File: src/rtl/store_exp_table.sv
// Expected-store table: NUM_CHECKS entries of {address, data}.
// Synchronous write port, combinational read port, asynchronous active-low
// clear. Out-of-range write indices are dropped; out-of-range reads return 0.
module store_exp_table #(
    parameter int ADDR_W     = 32,
    parameter int DATA_W     = 32,
    parameter int NUM_CHECKS = 8,
    parameter int IDX_W      = 3
) (
    input  logic              clk,
    input  logic              reset,
    input  logic              wr_en,
    input  logic [IDX_W-1:0]  wr_idx,
    input  logic [ADDR_W-1:0] wr_addr,
    input  logic [DATA_W-1:0] wr_data,
    input  logic [IDX_W:0]    rd_idx,
    output logic [ADDR_W-1:0] rd_addr,
    output logic [DATA_W-1:0] rd_data
);

    localparam logic [IDX_W:0] NUM_L = (IDX_W + 1)'(NUM_CHECKS);

    logic [ADDR_W-1:0] addr_q [NUM_CHECKS];
    logic [DATA_W-1:0] data_q [NUM_CHECKS];

    // Entry storage: cleared on reset, written one entry per enabled cycle.
    always_ff @(posedge clk or negedge reset) begin
        if (!reset) begin
            for (int i = 0; i < NUM_CHECKS; i++) begin
                addr_q[i] <= '0;
                data_q[i] <= '0;
            end
        end else if (wr_en && ({1'b0, wr_idx} < NUM_L)) begin
            addr_q[wr_idx] <= wr_addr;
            data_q[wr_idx] <= wr_data;
        end
    end

    // Read of the entry currently being waited for; 0 once past the end.
    always_comb begin
        rd_addr = '0;
        rd_data = '0;
        if (rd_idx < NUM_L) begin
            rd_addr = addr_q[rd_idx[IDX_W-1:0]];
            rd_data = data_q[rd_idx[IDX_W-1:0]];
        end
    end

endmodule

File: config.mk
export PLATFORM = sky130hd
export DESIGN_NAME = store_exp_table
export DESIGN_NICKNAME = d
export VERILOG_FILES = /design/src/rtl/store_exp_table.sv
export SDC_FILE = /design/constraint.sdc
export NUM_CORES = 1
export LEC_CHECK = 0
export CAP_MARGIN = 20
export CORE_MARGIN = 3
export CORE_UTILIZATION = 35
export DETAILED_ROUTE_END_ITERATION = 7
export GPL_TIMING_DRIVEN = 1
export SLEW_MARGIN = 20
export SYNTH_ARGS = -nofsm -noshare
export SYNTH_HDL_FRONTEND = slang
export SYNTH_SLANG_ARGS = --single-unit
File: constraint.sdc
create_clock -name clk -period 1.6 [get_ports clk]
set_input_delay 0.16 -clock clk [delete_from_list [all_inputs] [get_ports clk]]
set_output_delay 0.16 -clock clk [all_outputs]
set_load 0.01 [all_outputs]
==> results.json, run 1 <==
{
  "run_status": "finished, violations left",
  "failed_checks": "setup timing",
  "worst_slack_ns": -0.549,
  "synth.yosys.seq_area_share_pct": 55.6,
  "cp.arrival_ns": 1.99,
  "dieArea_um2": 68900,
  "global_route.usage.met1_pct": 23.1,
  "power_leakage_uw": 0.0122,
  "synth.lib_cells_used.distinct": 17,
  "start_kind": "flop",
  "detail_route.first_pass.iterations": 4,
  "hold_wc_path_type": "input port to asynchronous set/reset pin",
  "critical_path_required_ns": 1.44,
  "max_clock_freq_mhz": 465,
  "cts_buffer_depth": 3,
  "routed_wire_length_per_instance_um": 22.3,
  "core-area_um2": 64800,
  "initialDrtViolationCount": 683,
  "fp.dieH_um": 263,
  "clk_pin_slew_worst_paths_ns": 0.06,
  "syn_inst": 1387,
  "max-vdd-ir-drop_mv": 0.745,
  "synth-seq-cells": 512,
  "io_buffer_count": 137,
  "report.final.slew_viol_count": 0,
  "grt_use_total_pct": 16.5,
  "hold-worst-slack_ns": 0.0306,
  "floorplan.die.width_um": 263,
  "timing.clock.skew_ns": 0,
  "tritoncts.num_buffers": 56,
  "final.min_clock_period_ns": 2.15,
  "setup_viol": 64,
  "drt.antenna.violating_nets": 0,
  "via_per_inst": 5.18,
  "syn2layout_area_growth_pct": 24.1,
  "critical_path_peak_fanout": 2,
  "net_count_after_synthesis": 1461,
  "first_global_vias": 14611,
  "drive_above_1_share_pct": 57.4,
  "setup_repair_after_global_routing_missed_its_margin": "true",
  "global_route.usage.met3_pct": 3.47,
  "top_level_ports": 138,
  "fin_crit_sh_pct": 134,
  "cts_root_buffer": "sky130_fd_sc_hd__clkbuf_16",
  "grt_use_met2_pct": 26.7,
  "synth_area_per_cell_um2": 16.6,
  "power.density_cell_area_nw_per_um2": 1310,
  "placementRows": 93,
  "clock_tree_from_tritoncts": "yes",
  "drc": 0,
  "cts.sinks": 512,
  "routed_wl_um": 56300,
  "max_slew_margin_pct": 68.1,
  "grt.busiest_layer": "met2",
  "max_slew.worst_pin.slew_ns": 0.478,
  "detailedPlace.worstSlack_ns": -0.581,
  "syn_area_um2": 23000,
  "detailroute.via_count": 13101,
  "nNetsFinal": 1708,
  "worstSetupEndpointType": "output port",
  "grt_start_max_net_pins": 88,
  "yosys_warnings": 0,
  "gp_congestion": 0.725,
  "initial_core_utilization_pct": 35.5,
  "antenna_found_initial": 9,
  "clock_insertion_delay_worst_skew_ns": 0.61,
  "hpwl_um": 37000,
  "htree_num_levels": 2,
  "final.fill_count": 5674,
  "grt_overflow": 0,
  "grt_pass1_wl_um": 89600,
  "cap_viol_max_count": 0,
  "finalHoldViolCount": 0,
  "path_class": "flop to output port"
}
[final timing paths]
path,start,to,slack [ns],depth (start not counted)
max in group asynchronous,reset,data_q[51]$_DFFE_PN0P_,0.83,3
setup / recovery,data_q[22]$_DFFE_PN0P_,rd_data[22],-0.55,5
setup reg to reg,data_q[17]$_DFFE_PN0P_,data_q[17]$_DFFE_PN0P_,0.61,3
hold / removal,reset,addr_q[219]$_DFFE_PN0P_,0.03,2
hold reg to reg,data_q[242]$_DFFE_PN0P_,data_q[242]$_DFFE_PN0P_,0.49,1
min in group clk,wr_data[6],data_q[166]$_DFFE_PN0P_,0.35,2
[critical path, cell delays in order, from the launching register on]
cell	delay, ns
sky130_fd_sc_hd__dfrtp_1	0.37
sky130_fd_sc_hd__mux4_2	0.47
sky130_fd_sc_hd__mux2i_1	0.19
sky130_fd_sc_hd__buf_4	0.16
sky130_fd_sc_hd__nor2_1	0.04
sky130_fd_sc_hd__buf_2	0.15
[layout make-up]
class	instances	area, um2	area share (%)
antenna	2	5.00	0.0175
sequential	512	12800	44.8
tap	855	1070	3.74
multi-input combinational	778	9800	34.3
clock buffer	78	1610	5.65
timing repair buffer	286	3020	10.6
clock inverter	19	250	0.876
[repair_timing]
item,in CTS,in global routing
hold endpoints to repair,512,0
buffers inserted,5,10
hold buffers,1,0
endpoints found under the setup margin,64,64
resized for setup,282,9
pin swaps,10,25
[cells in the mapped netlist, drive strengths merged]
library cell	number	area share (%)
nor2	64	1.0
mux4	128	13
nand2	1	0.016
mux2i	64	2.8
clkbuf	9	0.15
nand4b	3	0.11
dfrtp	512	56
nand4	1	0.054
nand2b	1	0.027
mux2	512	25
nor3	2	0.14
buf	88	2.4
nor3b	2	0.065
[state kept, by name (all words and copies together), names as in the netlist]
name,cells
addr_q,256
data_q,256
[kinds of logic (layout without fill, tap and decap cells)]
logic type             after synthesis  after routing  synth area share (%)
muxes                              704            704                  40.3
DFF                                512            512                  55.6
buffers and inverters               97            383                  2.56
and+or+nand+nor                     74             74                  1.46
other                                0              2                     0
[cells in the final DEF (no fill, tap or decap), types with 11 or more instances in the layout]
cell and count:
sky130_fd_sc_hd__dfrtp_1 512, sky130_fd_sc_hd__buf_12 67, sky130_fd_sc_hd__nor2_1 54, sky130_fd_sc_hd__buf_2 64, sky130_fd_sc_hd__mux2_2 496, sky130_fd_sc_hd__mux2_1 16
sky130_fd_sc_hd__buf_4 82, sky130_fd_sc_hd__clkbuf_8 13, sky130_fd_sc_hd__clkbuf_16 56, sky130_fd_sc_hd__clkinv_2 11, sky130_fd_sc_hd__clkdlybuf4s50_1 68, sky130_fd_sc_hd__mux4_2 128
sky130_fd_sc_hd__mux2i_1 48
[metrics by stage]
stage | cell area (um2) | setup TNS [ns] | util, % | cells | total power (uW)
5_1_grt | 28600 | -31.80 | 44.1 | 2529 | 39300
3_5_place_dp | 26800 | -187.79 | 41.3 | 2417 | 24700
6_report | 28600 | -25.88 | 44.1 | 2530 | 37400
2_1_floorplan | 23000 | 0 | - | 1387 | 21700
3_3_place_gp | 26800 | -173.75 | 41.3 | 2417 | 24300
4_1_cts | 28500 | -29.26 | 43.9 | 2518 | 37900
[power breakdown]
part	internal (uW)	switching (uW)	total [uW]
sequential	15800	1380	17200
combinational	4550	2680	7220
clock	7810	5210	13000
total	28200	9270	37400
[layer usage]
layer  part of all wire [%]  wire length, um
met1                     46            25800
met5                   0.14               78
met3                    4.6             2560
met2                     48            27000
met4                    1.5              857
(Power assumes the default switching activity.)
==> run 2, diff against run 1 <==
- CORE_UTILIZATION: 35 -> 54
- PLACE_DENSITY: not set -> 0.76
- SLEW_MARGIN: 20 -> not set
==> run 2 against run 1 <==
The flow still finishes with violations (setup timing). First-iteration DRC count rose by 13%. Worst hold slack improved by 0.051 ns. Final area fell by 1.6%. Register-to-register slack got worse by 0.02 ns. Non-clock buffer count rose by 4. Critical endpoint is now rd_addr[0]. Largest cell class unchanged. Largest power group unchanged.
==> results.json, run 2 (synthesized netlist as in run 1, its figures left out) <==
{
  "dieArea_um2": 45200,
  "power.density_cell_area_nw_per_um2": 1340,
  "clock_tree_from_tritoncts": "yes",
  "cp.arrival_ns": 1.87,
  "routed_wl_um": 51700,
  "timing.clock.skew_ns": 0,
  "cts.sinks": 512,
  "worstSetupEndpointType": "output port",
  "grt_start_max_net_pins": 68,
  "cts_root_buffer": "sky130_fd_sc_hd__clkbuf_16",
  "nNetsFinal": 1709,
  "hold_wc_path_type": "input port to asynchronous set/reset pin",
  "core-area_um2": 42000,
  "drive_above_1_share_pct": 57.3,
  "via_per_inst": 5.93,
  "drt.antenna.violating_nets": 0,
  "failed_checks": "setup timing",
  "grt_pass1_wl_um": 83000,
  "worst_slack_ns": -0.433,
  "max_slew.worst_pin.slew_ns": 0.439,
  "grt_use_total_pct": 23.8,
  "grt_overflow": 0,
  "ff_latch_area_um2": 12800,
  "max_clock_freq_mhz": 492,
  "clock_insertion_delay_worst_skew_ns": 0.57,
  "max_slew_margin_pct": 70.7,
  "hold-worst-slack_ns": 0.0813,
  "final.fill_count": 2842,
  "top_level_ports": 138,
  "antenna_found_initial": 4,
  "slowest_delay_ns": 0.49,
  "placementRows": 75,
  "layout.cells.most_common_list": "sky130_fd_sc_hd__dfrtp_1, sky130_fd_sc_hd__mux2_2, sky130_fd_sc_hd__mux4_2",
  "finalHoldViolCount": 0,
  "timing.setup.tns_ns": -23.15,
  "top_regs": "addr_q (256), data_q (256)",
  "critical_path_peak_fanout": 2,
  "tritoncts.num_buffers": 53,
  "hpwl_um": 33100,
  "htree_num_levels": 2,
  "clk_pin_slew_worst_paths_ns": 0.06,
  "initial_core_utilization_pct": 54.8,
  "critical_path_required_ns": 1.44,
  "report.final.slew_viol_count": 0,
  "layout.core_utilization_pct": 66.9,
  "detail_route.first_pass.iterations": 4,
  "floorplan.die.width_um": 213,
  "path_class": "flop to output port",
  "detailroute.via_count": 13152,
  "initialDrtViolationCount": 769,
  "setup_viol": 64,
  "final.min_clock_period_ns": 2.03,
  "routed_wire_length_per_instance_um": 23.3,
  "first_global_vias": 14338,
  "fin_crit_sh_pct": 127,
  "run_status": "finished, violations left",
  "io_buffer_count": 137,
  "cp_top_family": "multiplexers",
  "syn2layout_area_growth_pct": 22.1,
  "start_kind": "flop",
  "cap_viol_max_count": 0,
  "crit_slowest_cell": "sky130_fd_sc_hd__mux4_2",
  "gp_congestion": 0.761,
  "power_leakage_uw": 0.0122,
  "cts_buffer_depth": 3,
  "fp.dieH_um": 213,
  "sum_of_buffers_and_inverters_on_the_critical_path": 1,
  "max-vdd-ir-drop_mv": 1.03,
  "worstPathCellList": "mux4_2, mux2i_2, nor2_2, buf_2",
  "setup_repair_after_global_routing_missed_its_margin": "true",
  "most_common_cell_after_layout_fill_and_taps_aside": "sky130_fd_sc_hd__dfrtp_1",
  "multi_input_area_um2": 9710,
  "drc": 0
}
-- run 2: cell types whose count changed in the layout (fill, tap and decap cells not counted), moves of 2 or more --
cell                         delta
sky130_fd_sc_hd__clkbuf_16      -3
sky130_fd_sc_hd__mux2i_4        -5
sky130_fd_sc_hd__bufinv_16      +6
sky130_fd_sc_hd__clkinv_2       +4
sky130_fd_sc_hd__clkinvlp_4     +2
sky130_fd_sc_hd__mux2i_1        +6
sky130_fd_sc_hd__nor2_1         +4
sky130_fd_sc_hd__buf_4         +10
sky130_fd_sc_hd__clkbuf_1       -7
sky130_fd_sc_hd__nor2_2         -3
sky130_fd_sc_hd__buf_12         -6
-- run 2: worst paths after layout --
kind	slack (ns)	from	cells past startpoint	to
worst min-delay path	0.08	reset	2	addr_q[89]$_DFFE_PN0P_
worst max register to register	0.59	addr_q[194]$_DFFE_PN0P_	3	addr_q[194]$_DFFE_PN0P_
worst max-delay path	-0.43	addr_q[32]$_DFFE_PN0P_	4	rd_addr[0]
min in group clk	0.38	wr_data[7]	2	data_q[167]$_DFFE_PN0P_
max in group asynchronous	0.71	reset	3	addr_q[230]$_DFFE_PN0P_
worst min register to register	0.49	addr_q[167]$_DFFE_PN0P_	1	addr_q[167]$_DFFE_PN0P_
-- run 2: power breakdown --
part | internal, uW | switching [uW]
Combinational | 4510 | 2560
Clock | 8380 | 5110
Sequential | 15800 | 1380
Total | 28700 | 9050
-- run 2: worst reg2reg max path: stages (launching register included) --
cell                      delay, ns
sky130_fd_sc_hd__dfrtp_1       0.38
sky130_fd_sc_hd__buf_4         0.13
sky130_fd_sc_hd__buf_4         0.12
sky130_fd_sc_hd__mux2_2        0.26
-- run 2: final cells by class --
| class | instances | area share (%) |
|---|---|---|
| clock buffer | 67 | 5.33 |
| sequential | 512 | 45.6 |
| tap | 539 | 2.40 |
| multi-input combinational | 778 | 34.6 |
| clock inverter | 29 | 1.55 |
| antenna | 2 | 0.0178 |
| timing repair buffer | 290 | 10.6 |
-- run 2: metrics by stage --
stage               std cells  instance area, um2  power (uW)  setup WS (ns)
finish                   2217               28100       37700         -0.433
global route             2216               28100       39500         -0.515
CTS                      2197               27900       37900         -0.482
detailed placement       2086               26200       24400         -0.566
global placement         2086               26200       24000         -0.592
floorplan                1387               23000       21700         0.0643
-- run 2: what timing repair did --
item                                    in CTS  in global routing
hold endpoints to repair                   458                  0
hold buffers                                 1                  0
setup buffers                               14                 18
endpoints found under the setup margin      64                 64
gates resized for setup                    267                  7
pin swaps                                    5                 13
-- run 2: metal layers --
metal / global-route usage, % / wire length (um) / vias up
li1: - / - / 5703
met1: 33.9 / 23100 / 7126
met2: 38.3 / 25300 / 231
met3: 4.09 / 2210 / 86
met4: 6.63 / 1130 / 6
met5: 0 / 49 / -
